==> src/rtl/uart_pkg.sv <==
`timescale 1ns/1ps
`default_nettype none
// ============================================================================
// Module : uart_pkg
// Brief  : Shared UART FSM state encoding and bit-period helper.
// Rev    : 1.0  initial release
// ============================================================================
package uart_pkg;

  typedef enum logic [1:0] {
    ST_IDLE  = 2'd0,
    ST_START = 2'd1,
    ST_DATA  = 2'd2,
    ST_STOP  = 2'd3
  } uart_state_t;

  function automatic int unsigned bit_period(input int unsigned clk_hz,
                                             input int unsigned baud);
    return clk_hz / baud;
  endfunction

endpackage
`default_nettype wire

==> src/rtl/uart_bit_sync.sv <==
`timescale 1ns/1ps
`default_nettype none
// ============================================================================
// Module : uart_bit_sync
// Brief  : Two-flop synchroniser for an asynchronous single-bit input.
// Rev    : 1.0  initial release
// ============================================================================
module uart_bit_sync #(
  parameter logic RESET_VAL = 1'b1
) (
  input  logic clk,
  input  logic rst,
  input  logic i_async,
  output logic o_sync
);

  logic r_meta;
  logic r_sync;

  always_ff @(posedge clk) begin
    if (rst) begin
      r_meta <= RESET_VAL;
      r_sync <= RESET_VAL;
    end else begin
      r_meta <= i_async;
      r_sync <= r_meta;
    end
  end

  assign o_sync = r_sync;

endmodule
`default_nettype wire

==> src/rtl/uart_rx.sv <==
`timescale 1ns/1ps
`default_nettype none
// ============================================================================
// Module : uart_rx
// Brief  : 8N1 UART receiver, LSB first, mid-bit sampling, 1-cycle strobes.
// Rev    : 1.0  initial release
// ============================================================================
module uart_rx
  import uart_pkg::*;
#(
  parameter int unsigned CLK_FREQ  = 100_000_000,
  parameter int unsigned BAUD_RATE = 9600
) (
  input  logic       clk,
  input  logic       rst,
  input  logic       rx,
  output logic [7:0] rx_data,
  output logic       rx_valid,
  output logic       rx_busy,
  output logic       frame_err
);

  localparam int unsigned c_BIT_PERIOD = bit_period(CLK_FREQ, BAUD_RATE);
  localparam int unsigned c_HALF_BIT   = c_BIT_PERIOD / 2;
  localparam logic [15:0] c_BIT_LAST   = 16'(c_BIT_PERIOD - 1);
  localparam logic [15:0] c_HALF_LAST  = 16'(c_HALF_BIT - 1);

  uart_state_t r_state;
  uart_state_t w_state_nxt;
  logic [15:0] r_clk_cnt;
  logic [2:0]  r_bit_idx;
  logic [7:0]  r_shift;
  logic [7:0]  r_rx_data;
  logic        r_rx_valid;
  logic        r_frame_err;
  logic        r_rx_d;
  logic        w_rx_s;
  logic        w_fall;
  logic        w_cnt_clr;
  logic        w_shift_en;
  logic        w_valid_nxt;
  logic        w_ferr_nxt;

  uart_bit_sync #(
    .RESET_VAL (1'b1)
  ) u_rx_sync (
    .clk     (clk),
    .rst     (rst),
    .i_async (rx),
    .o_sync  (w_rx_s)
  );

  // Edge-triggered start: a line held low (break, bad stop) never re-arms the FSM.
  assign w_fall = r_rx_d & ~w_rx_s;

  always_comb begin
    w_state_nxt = r_state;
    w_cnt_clr   = 1'b0;
    w_shift_en  = 1'b0;
    w_valid_nxt = 1'b0;
    w_ferr_nxt  = 1'b0;
    case (r_state)
      ST_IDLE: begin
        w_cnt_clr = 1'b1;
        if (w_fall) begin
          w_state_nxt = ST_START;
        end
      end
      ST_START: begin
        if (r_clk_cnt == c_HALF_LAST) begin
          w_cnt_clr   = 1'b1;
          w_state_nxt = w_rx_s ? ST_IDLE : ST_DATA;
        end
      end
      ST_DATA: begin
        if (r_clk_cnt == c_BIT_LAST) begin
          w_cnt_clr  = 1'b1;
          w_shift_en = 1'b1;
          if (r_bit_idx == 3'd7) begin
            w_state_nxt = ST_STOP;
          end
        end
      end
      ST_STOP: begin
        // Leaving mid-stop-bit lets an immediately following start edge be caught.
        if (r_clk_cnt == c_BIT_LAST) begin
          w_cnt_clr   = 1'b1;
          w_state_nxt = ST_IDLE;
          w_valid_nxt = w_rx_s;
          w_ferr_nxt  = ~w_rx_s;
        end
      end
      default: begin
        w_state_nxt = ST_IDLE;
        w_cnt_clr   = 1'b1;
      end
    endcase
  end

  always_ff @(posedge clk) begin
    if (rst) begin
      r_state     <= ST_IDLE;
      r_clk_cnt   <= 16'd0;
      r_bit_idx   <= 3'd0;
      r_shift     <= 8'd0;
      r_rx_data   <= 8'd0;
      r_rx_valid  <= 1'b0;
      r_frame_err <= 1'b0;
      r_rx_d      <= 1'b1;
    end else begin
      r_state     <= w_state_nxt;
      r_rx_d      <= w_rx_s;
      r_clk_cnt   <= w_cnt_clr ? 16'd0 : r_clk_cnt + 16'd1;
      r_rx_valid  <= w_valid_nxt;
      r_frame_err <= w_ferr_nxt;
      if (r_state == ST_START) begin
        r_bit_idx <= 3'd0;
      end else if (w_shift_en) begin
        r_bit_idx <= r_bit_idx + 3'd1;
      end
      if (w_shift_en) begin
        r_shift <= {w_rx_s, r_shift[7:1]};
      end
      if (w_valid_nxt) begin
        r_rx_data <= r_shift;
      end
    end
  end

  assign rx_data   = r_rx_data;
  assign rx_valid  = r_rx_valid;
  assign frame_err = r_frame_err;
  assign rx_busy   = (r_state != ST_IDLE);

endmodule
`default_nettype wire
==> config.mk <==
export PLATFORM = sky130hd
export DESIGN_NAME = uart_rx
export DESIGN_NICKNAME = d
export VERILOG_FILES = /design/src/rtl/uart_pkg.sv /design/src/rtl/uart_bit_sync.sv /design/src/rtl/uart_rx.sv
export SDC_FILE = /design/constraint.sdc
export NUM_CORES = 1
export LEC_CHECK = 0
export ABC_AREA = 1
export BUFFER_PORTS_ARGS = -buffer_cell sky130_fd_sc_hd__buf_2
export CORE_ASPECT_RATIO = 1.75
export CORE_MARGIN = 1
export CORE_UTILIZATION = 63
export CTS_CLUSTER_SIZE = 8
export DETAILED_ROUTE_END_ITERATION = 10
export PLACE_DENSITY = 0.83
export SYNTH_ARGS = -nofsm -noshare
export SYNTH_HDL_FRONTEND = slang
export SYNTH_SLANG_ARGS = --single-unit
==> constraint.sdc <==
create_clock -name clk -period 3.6 [get_ports clk]
set_input_delay 0.36 -clock clk [delete_from_list [all_inputs] [get_ports clk]]
set_output_delay 0.36 -clock clk [all_outputs]
set_load 0.02 [all_outputs]
Yosys cells after proc, flatten, opt, wreduce, memory -nomap -nowiden
Cells that the tools add are included.
- bits in registers: 42
- word-level logic and storage cells: 47
- $add $sub $neg: 2
- eq/ne operators: 11
- muxes and demuxes: 13
- bitwise operators: 4
- reductions and logical operators: 7
- operators by type and width (cell ; count):
    adder 16 x 1 -> 16 bit, second input constant ; 1
    equality test 16 x 13 -> 1 bit, second input constant ; 1
    equality test 16 x 14 -> 1 bit, second input constant ; 1
    2-to-1 mux 2 bit ; 6
    != test 2 bit, second input constant ; 5
    case mux 2 bit (4 select lines) ; 1
    OR reduction 2 bit ; 3
    2-to-1 mux 1 bit ; 5
    AND reduction 5 bit ; 1
    equality test 2 bit, second input constant ; 2
    adder 3 x 1 -> 3 bit, second input constant ; 1
    equality test 3 bit, second input constant ; 1
    NOT 1 bit ; 3
    case mux 1 bit (3 select lines) ; 1
    OR reduction 3 bit ; 1
    equality test 2 x 1 -> 1 bit, second input constant ; 1
    zero test 2 bit ; 1
    nonzero test 2 bit ; 1
    AND 1 bit ; 1

Logic depth before layout (Yosys ltp)
Gate-level depths: netlist of run 1.
- word-level depth: 4
- depth in mapped cells: 10
- mapped depth without buffers: 10

By module
Synthesis of run 1 repeated with hierarchy kept, for this count alone.
- cells, all modules: 248
- area, all modules: 1861.8 sq um
- modules (own cells, without submodules) (module ; times used ; cells each ; area an instance (sq um)):
    uart_rx ; 1 ; 241 ; 1803.0
    uart_bit_sync ; 1 ; 7 ; 58.8

Worst setup path after synthesis of run 1
OpenSTA, ideal clock, no wires.
- kind: reg-to-reg
- start: register r_clk_cnt[0]
- end: register r_clk_cnt[8]
- arrival time: 1345 ps
- slack: 2140 ps
- cell stages (with the launch flop): 10
- period minus slack after synthesis: 1460 ps
- cell sequence: dfxtp_1 > ha_1 > nand3_2 > nor2_2 > nand2_2 > nand2_2 > nand2_1 > nand2_4 > clkbuf_8 > nor2_1
- cells in the longest elaborated chain, start to end: 4
- ends and longest elaborated chain (what ; line ; RTL):
    start: declaration ; uart_rx.sv:30 ; logic [15:0] r_clk_cnt;
    start signal: assignment ; uart_rx.sv:113 ; r_clk_cnt <= w_cnt_clr ? 16'd0 : r_clk_cnt + 16'd1;
    equality test 16 x 14 -> 1 bit or equality test 16 x 13 -> 1 bit (tied branches) ; uart_rx.sv:76, uart_rx.sv:86, uart_rx.sv:70 ;
    2-to-1 mux 1 bit, on equally long branches ; uart_rx.sv:76, uart_rx.sv:86, uart_rx.sv:70 ;
    case mux 1 bit (3 select lines) ; uart_rx.sv:62 ; case (r_state)
    OR reduction 2 bit (no source line) ; n/a ;
Parallel ways exist; a longest one is shown, timed or not.
A chain may end at the register's enable or synchronous reset.

Worst setup path after layout of run 1
- start: register r_clk_cnt[0]
- end: register r_bit_idx[0]
- cells in the longest elaborated chain, start to end: 3
- ends and longest elaborated chain (what ; line ; RTL):
    equality test 16 x 14 -> 1 bit ; uart_rx.sv:76 ; if (r_clk_cnt == c_BIT_LAST) begin
    2-to-1 mux 1 bit ; uart_rx.sv:76 ;
    2-to-1 mux 1 bit ; uart_rx.sv:62 ;
    end signal: assignment ; uart_rx.sv:119 ; r_bit_idx <= r_bit_idx + 3'd1;
    end: declaration ; uart_rx.sv:31 ; logic [2:0] r_bit_idx;
Every way passes these cells.

==> flow_metrics.tcl, run 1 <==
set metrics [dict create \
    fin_tns_setup_ps 0 \
    synthTopCellsByArea "dfxtp_1 (45%), nor2_1 (13%), nand2_1 (6.4%)" \
    clock-sinks 42 \
    cp_data_arrival_time_ps 1960 \
    endpoint "r_bit_idx[0]$_SDFFE_PP0P_" \
    r2r-end "r_bit_idx[0]$_SDFFE_PP0P_" \
    p_leak_nw 0.858 \
    clock_skew_ps 5.84 \
    ys.flop_type "dfxtp_1" \
    cts_buffers 5 \
    worst-setup-path-type "reg -> reg" \
    cp-start-kind "register" \
    status "complete, no violations" \
    synth-simple-area-share_pct 33.4 \
    grt_pass1_vias 1451 \
    routed-via-count 1581 \
    seqCellArea_um2 841 \
    io_pins 14 \
    rsz0062_at_grt "false" \
    synth-adder-area-share_pct 1.99 \
    worst_slew_pin_slew_ps 486 \
    synth.avg_cell_area_um2 7.48 \
    yosysTopAreaCell "dfxtp_1" \
    hpwl_um 2720 \
    cts-resized-gates 0 \
    drtIter0Drc 28 \
    synthXorXnorAreaFrac_pct 3.25 \
    synth_mux_area_share_pct 0 \
    rr_worst_depth 8 \
    gp_congestion 0.903 \
    die_area_um2 3220 \
    drc 0 \
    wl_per_cell_um 12.2 \
    post_cts_buffers 0 \
    slew_headroom_pct 67.6 \
    cts_buffer_depth 2 \
    final_cell_mix "nor2_1 (64), dfxtp_1 (42), nand2_1 (32)" \
    synth_top_area_share_pct 44.6 \
    fmax_mhz 556 \
    endpoint_kind "register" \
    period_needed_ps 1800 \
    synth_compound_area_share_pct 8.03 \
    drive_gt1_share_pct 14.3 \
    finalSetupViolCount 0 \
    vdd_ir_drop_max_mv 0.406 \
    die_height_um 74.4 \
    io_buffers 13 \
    r2r_start "r_clk_cnt[0]$_SDFF_PP0_" \
    drv_cap 0 \
    grt_max_degree 20 \
    hold_slack_ps 258 \
    cp.required_ps 3760 \
    ant_nets 0 \
    dpl_cell_area_um2 1930 \
    htree_levels 2 \
    coreArea_um2 2780 \
    start_util_pct 67.7 \
    cts_tree "done" \
    nFillCells 237 \
    diodes 0 \
    synth.distinct_cells 27 \
    slew_viol_final 0 \
    syn_inst 252 \
    grt.total_usage_pct 24.8 \
    die_x_um 43.4 \
    syn_to_final_growth_pct 6.37 \
    syn-num-nets 258 \
    finalHoldViolCount 0 \
    hold_path.class "in -> reg" \
    clock_latency_ps 280 \
    gr-total-overflow 0 \
    root_buffer "clkbuf_8" \
    reg2reg_slack_ps 1800 \
    design_area_um2 2010 \
    layout_commonest_cell "nor2_1" \
    synth-edff-count 0 \
    synth_area_um2 1890 \
    worstPathMaxFanout 12 \
    synth_seq_cells 42 \
    finalCritPeriodShare_pct 50.0 \
    multi_input_area_um2 880 \
    fin_nets 272 \
    hold_buffers 0 \
    seq_area_frac_synth_pct 44.6 \
    clkTransAtPathRegs_ps 70 \
    crit_start "r_clk_cnt[0]$_SDFF_PP0_" \
    wirelength_um 3560 \
    drt_pre_antenna_iters 5 \
    rows 25 \
    antenna_found_initial 0 \
    synth_top_family_by_area "simple AND/OR/NAND/NOR gates" \
    p_per_area_nw_per_um2 393 \
    vias_per_cell 5.40 \
    ys_warn_count 0 \
    grt_pass1_wl_um 5950 \
    synth-async-reset-ratio_pct 0 \
]
-- how the worst min path moves through the flow --
| stage | start | endpoint | slack [ps] | cells past startpoint |
|---|---|---|---|---|
| final | rx | u_rx_sync.r_meta$_SDFF_PP1_ | 260 | 2 |
| after global routing | rx | u_rx_sync.r_meta$_SDFF_PP1_ | 260 | 2 |
| after CTS | rx | u_rx_sync.r_meta$_SDFF_PP1_ | 260 | 2 |
| after detailed placement | u_rx_sync.r_meta$_SDFF_PP1_ | u_rx_sync.o_sync$_SDFF_PP1_ | 400 | 1 |
| after global placement | u_rx_sync.r_meta$_SDFF_PP1_ | u_rx_sync.o_sync$_SDFF_PP1_ | 390 | 1 |
| after floorplan | u_rx_sync.r_meta$_SDFF_PP1_ | u_rx_sync.o_sync$_SDFF_PP1_ | 390 | 1 |
-- cell type report --
type	instances	area share (%)
Multi-Input combinational cell	176	43.9
Inverter	28	5.49
Timing Repair Buffer	13	3.24
Clock buffer	7	3.81
Sequential cell	42	41.9
Tap cell	27	1.68
-- sequential cells by signal, indices dropped and copies added (netlist names), named ones only --
register and cells:
r_bit_idx 3, u_rx_sync.r_meta 1, u_rx_sync.o_sync 1, r_shift 8, frame_err 1, r_state 1
rx_data 8, r_clk_cnt 16, r_rx_d 1, rx_valid 1
-- worst max-delay path: stages (launching register included) --
cell	delay, ps
dfxtp_1	370
ha_1	260
nand3_2	130
nor2_2	150
nand2_2	110
nor2_4	200
inv_1	200
o21ai_0	200
a21oi_1	50
-- kinds of logic after synthesis --
group | after synthesis
adder cells (fa/ha/maj) | 3
XOR/XNOR | 7
buffers and inverters | 34
AO/OA/AOI/OAI | 30
AND/OR/NAND/NOR | 136
flip-flops | 42
-- synthesized netlist by cell type, types with 3 or more instances --
cell type and n:
a21oi_1 7, dfxtp_1 42, ha_1 3, inv_1 26, nand2_1 32, nand2_2 5, nand3_1 9, nand3_2 3
nand4_1 7, nor2_1 64, nor2_2 4, nor2_4 3, nor3_1 4, o21ai_0 22, xor2_1 5
-- metal layers --
layer  GRT usage, %  vias up  wire (um)
li1               -      822          -
met1           23.9      712       1380
met2           47.5       33       1950
met3           4.37       14         86
met4           14.6        0        150
met5              0        -          0
-- per-stage QoR --
stage | setup WS (ps) | total power, W | std cells | utilization [%]
floorplan | 2140 | 0.000516 | 252 | -
global placement | 1910 | 0.000523 | 286 | 69.3
detailed placement | 1840 | 0.000524 | 286 | 69.3
CTS | 1790 | 0.000795 | 293 | 72.0
global route | 1640 | 0.000820 | 293 | 72.0
finish | 1800 | 0.000788 | 293 | 72.0
-- where the power goes --
group	leakage, nW	internal [W]	total [W]	switching [W]
clock	0.0383	0.000133	0.000275	0.000142
sequential	0.339	0.000469	0.000473	0.00000382
combinational	0.480	0.0000124	0.0000400	0.0000276
total	0.858	0.000615	0.000788	0.000173
(Power assumes the default switching activity.)
==> run 2: changes to the inputs <==
--- a/config.mk
+++ b/config.mk
@@ -9,10 +9,10 @@
 export BUFFER_PORTS_ARGS = -buffer_cell sky130_fd_sc_hd__buf_2
 export CORE_ASPECT_RATIO = 1.75
 export CORE_MARGIN = 1
-export CORE_UTILIZATION = 63
+export CORE_UTILIZATION = 53
 export CTS_CLUSTER_SIZE = 8
 export DETAILED_ROUTE_END_ITERATION = 10
-export PLACE_DENSITY = 0.83
+export PLACE_DENSITY = 0.74
 export SYNTH_ARGS = -nofsm -noshare
 export SYNTH_HDL_FRONTEND = slang
 export SYNTH_SLANG_ARGS = --single-unit
==> constraint.sdc (replaced) <==
create_clock -name clk -period 1.5 [get_ports clk]
set_input_delay 0.15 -clock clk [delete_from_list [all_inputs] [get_ports clk]]
set_output_delay 0.15 -clock clk [all_outputs]
set_load 0.02 [all_outputs]
==> run 2 against run 1 <==
Net effect: final cell count up 13%; critical path depth unchanged; maximum frequency up 22%; cell area up 13%; via count up 4.6%; worst setup slack worse by 1800 ps; critical path type unchanged; critical endpoint unchanged; largest power group unchanged.
==> flow_metrics.tcl, run 2 (same netlist as run 1, synthesis figures left out) <==
set metrics [dict create \
    fmax_mhz 679 \
    place_ws_ps -6.16 \
    combPwrFrac_pct 5.5 \
    drv_cap 0 \
    drt_pre_antenna_iters 4 \
    vdd_ir_drop_max_mv 0.979 \
    grt_pass1_wl_um 6420 \
    multi_input_area_um2 923 \
    ant_nets 0 \
    routed-via-count 1654 \
    rows 28 \
    antenna_found_initial 0 \
    io_pins 14 \
    period_needed_ps 1470 \
    hold_path.class "in -> reg" \
    cp_data_arrival_time_ps 1660 \
    clkTransAtPathRegs_ps 80 \
    p_sw_share_pct 22.2 \
    clock_skew_ps 3.15 \
    drtIter0Drc 29 \
    die_height_um 80.9 \
    whs_path_depth 2 \
    vias_per_cell 5.00 \
    p_int_w 0.00166 \
    fin_nets 291 \
    drive_gt1_share_pct 25.9 \
    drc 0 \
    slew_headroom_pct 82.3 \
    start_util_pct 55.5 \
    fin_util_pct 66.5 \
    p_leak_nw 0.971 \
    dpl_cell_area_um2 2080 \
    clock-sinks 42 \
    clock_power_share_pct 41.3 \
    grt_max_degree 17 \
    hold_slack_ps 35.1 \
    finalSetupViolCount 0 \
    cpMaxStageDelayCell "dfxtp_2" \
    grt_pass1_vias 1666 \
    io_buffers 13 \
    endpoint_kind "register" \
    final_cell_mix "nor2_1 (60), dfxtp_1 (34), nand2_1 (31)" \
    finalCritPeriodShare_pct 98.2 \
    gp_congestion 0.919 \
    rr_worst_depth 8 \
    seq_power_share_pct 53.2 \
    final.setup.worst_slack_ps 26.9 \
    die_area_um2 3810 \
    wl_per_cell_um 11.7 \
    cts_buffer_depth 2 \
    diodes 0 \
    clock_latency_ps 300 \
    design_area_um2 2260 \
    p_per_area_nw_per_um2 943 \
    seqCellArea_um2 853 \
    cts_tree "done" \
    htree_levels 2 \
    hpwl_um 2890 \
    regMostFlops "r_clk_cnt" \
    cp-start-kind "register" \
    wirelength_um 3870 \
    worst-setup-path-type "reg -> reg" \
    syn_to_final_growth_pct 19.9 \
    rsz0062_at_grt "true" \
    finalPower_w 0.00213 \
    die_x_um 47.1 \
    worstPathMaxFanout 6 \
    layout_commonest_cell "nor2_1" \
    slew_viol_final 0 \
    p_sw_w 0.000472 \
    coreArea_um2 3400 \
    nFillCells 308 \
    cpPeakStageDelay_ps 360 \
    gr-total-overflow 0 \
    worst_slew_pin_slew_ps 264 \
    cp.required_ps 1690 \
    root_buffer "clkbuf_8" \
    status "complete, no violations" \
    path_cells "ha_4 -> nand3_4 -> nor2_2 -> nand2_2 -> nor2_4 -> clkinvlp_4 -> o21ai_1 -> a21oi_1" \
    grt.total_usage_pct 23.9 \
    hold_buffers 0 \
    largest_reg_flops 16 \
    finalHoldViolCount 0 \
    cts_buffers 5 \
]
==> run 2: cell types whose count changed in the layout (fill, tap and decap cells not counted), sizes merged <==
cell and change:
clkinvlp +3, bufinv +1, buf +17, nand2 +1, inv -1, clkbuf -1
==> run 2: final cells by class <==
type / instances / area share [%]
clock buffers: 6 / 3.21
clock inverters: 2 / 1.66
inverters: 28 / 5.04
multi-input cells: 177 / 40.8
flip-flops and latches: 42 / 37.7
well taps: 45 / 2.49
repair buffers: 30 / 8.69
repair inverters: 1 / 0.332
==> run 2: worst max-delay path, delay by kind of cell (launching register included) <==
kind	cells	cell delay (ps)
and+or+nand+nor	4	460
DFF	1	360
buffers and inverters	1	200
AOI/OAI and AO/OA	2	200
adders and majority gates	1	160
==> run 2: final timing paths <==
check,end,slack [ps],from
setup / recovery,r_bit_idx[0]$_SDFFE_PP0P_,30,r_clk_cnt[1]$_SDFF_PP0_
hold / removal,u_rx_sync.r_meta$_SDFF_PP1_,40,rx
setup reg to reg,r_bit_idx[0]$_SDFFE_PP0P_,30,r_clk_cnt[1]$_SDFF_PP0_
hold reg to reg,u_rx_sync.o_sync$_SDFF_PP1_,420,u_rx_sync.r_meta$_SDFF_PP1_
==> run 2: what timing repair did <==
action	4_1_cts	5_1_grt
cloned	1	1
endpoints found under the hold margin	0	0
setup buffers	0	0
setup endpoints to repair	3	33
gates resized for setup	9	16
pin swaps	4	5
==> run 2: metal layers <==
metal / vias to the layer above / GRT usage, % / part of all wire [%]
met2: 30 / 44.4 / 55
met4: 0 / 18.0 / 5.1
met1: 748 / 20.2 / 37
met3: 17 / 4.89 / 2.1
li1: 859 / - / -
met5: - / 0 / 0
==> run 2: power groups by stage <==
stage	registers, W	clock network [W]	logic, W
detailed placement	0.00116	0	0.000105
global placement	0.00116	0	0.000105
finish	0.00113	0.000881	0.000117
CTS	0.00114	0.000900	0.000107
floorplan	0.00116	0	0.0000808
global route	0.00114	0.000944	0.000133
==> run 2: stage by stage <==
stage	cells	setup TNS, ps
6_report	331	0
5_1_grt	331	-123
4_1_cts	330	0
3_3_place_gp	321	0
3_5_place_dp	321	-6.16
2_1_floorplan	252	0
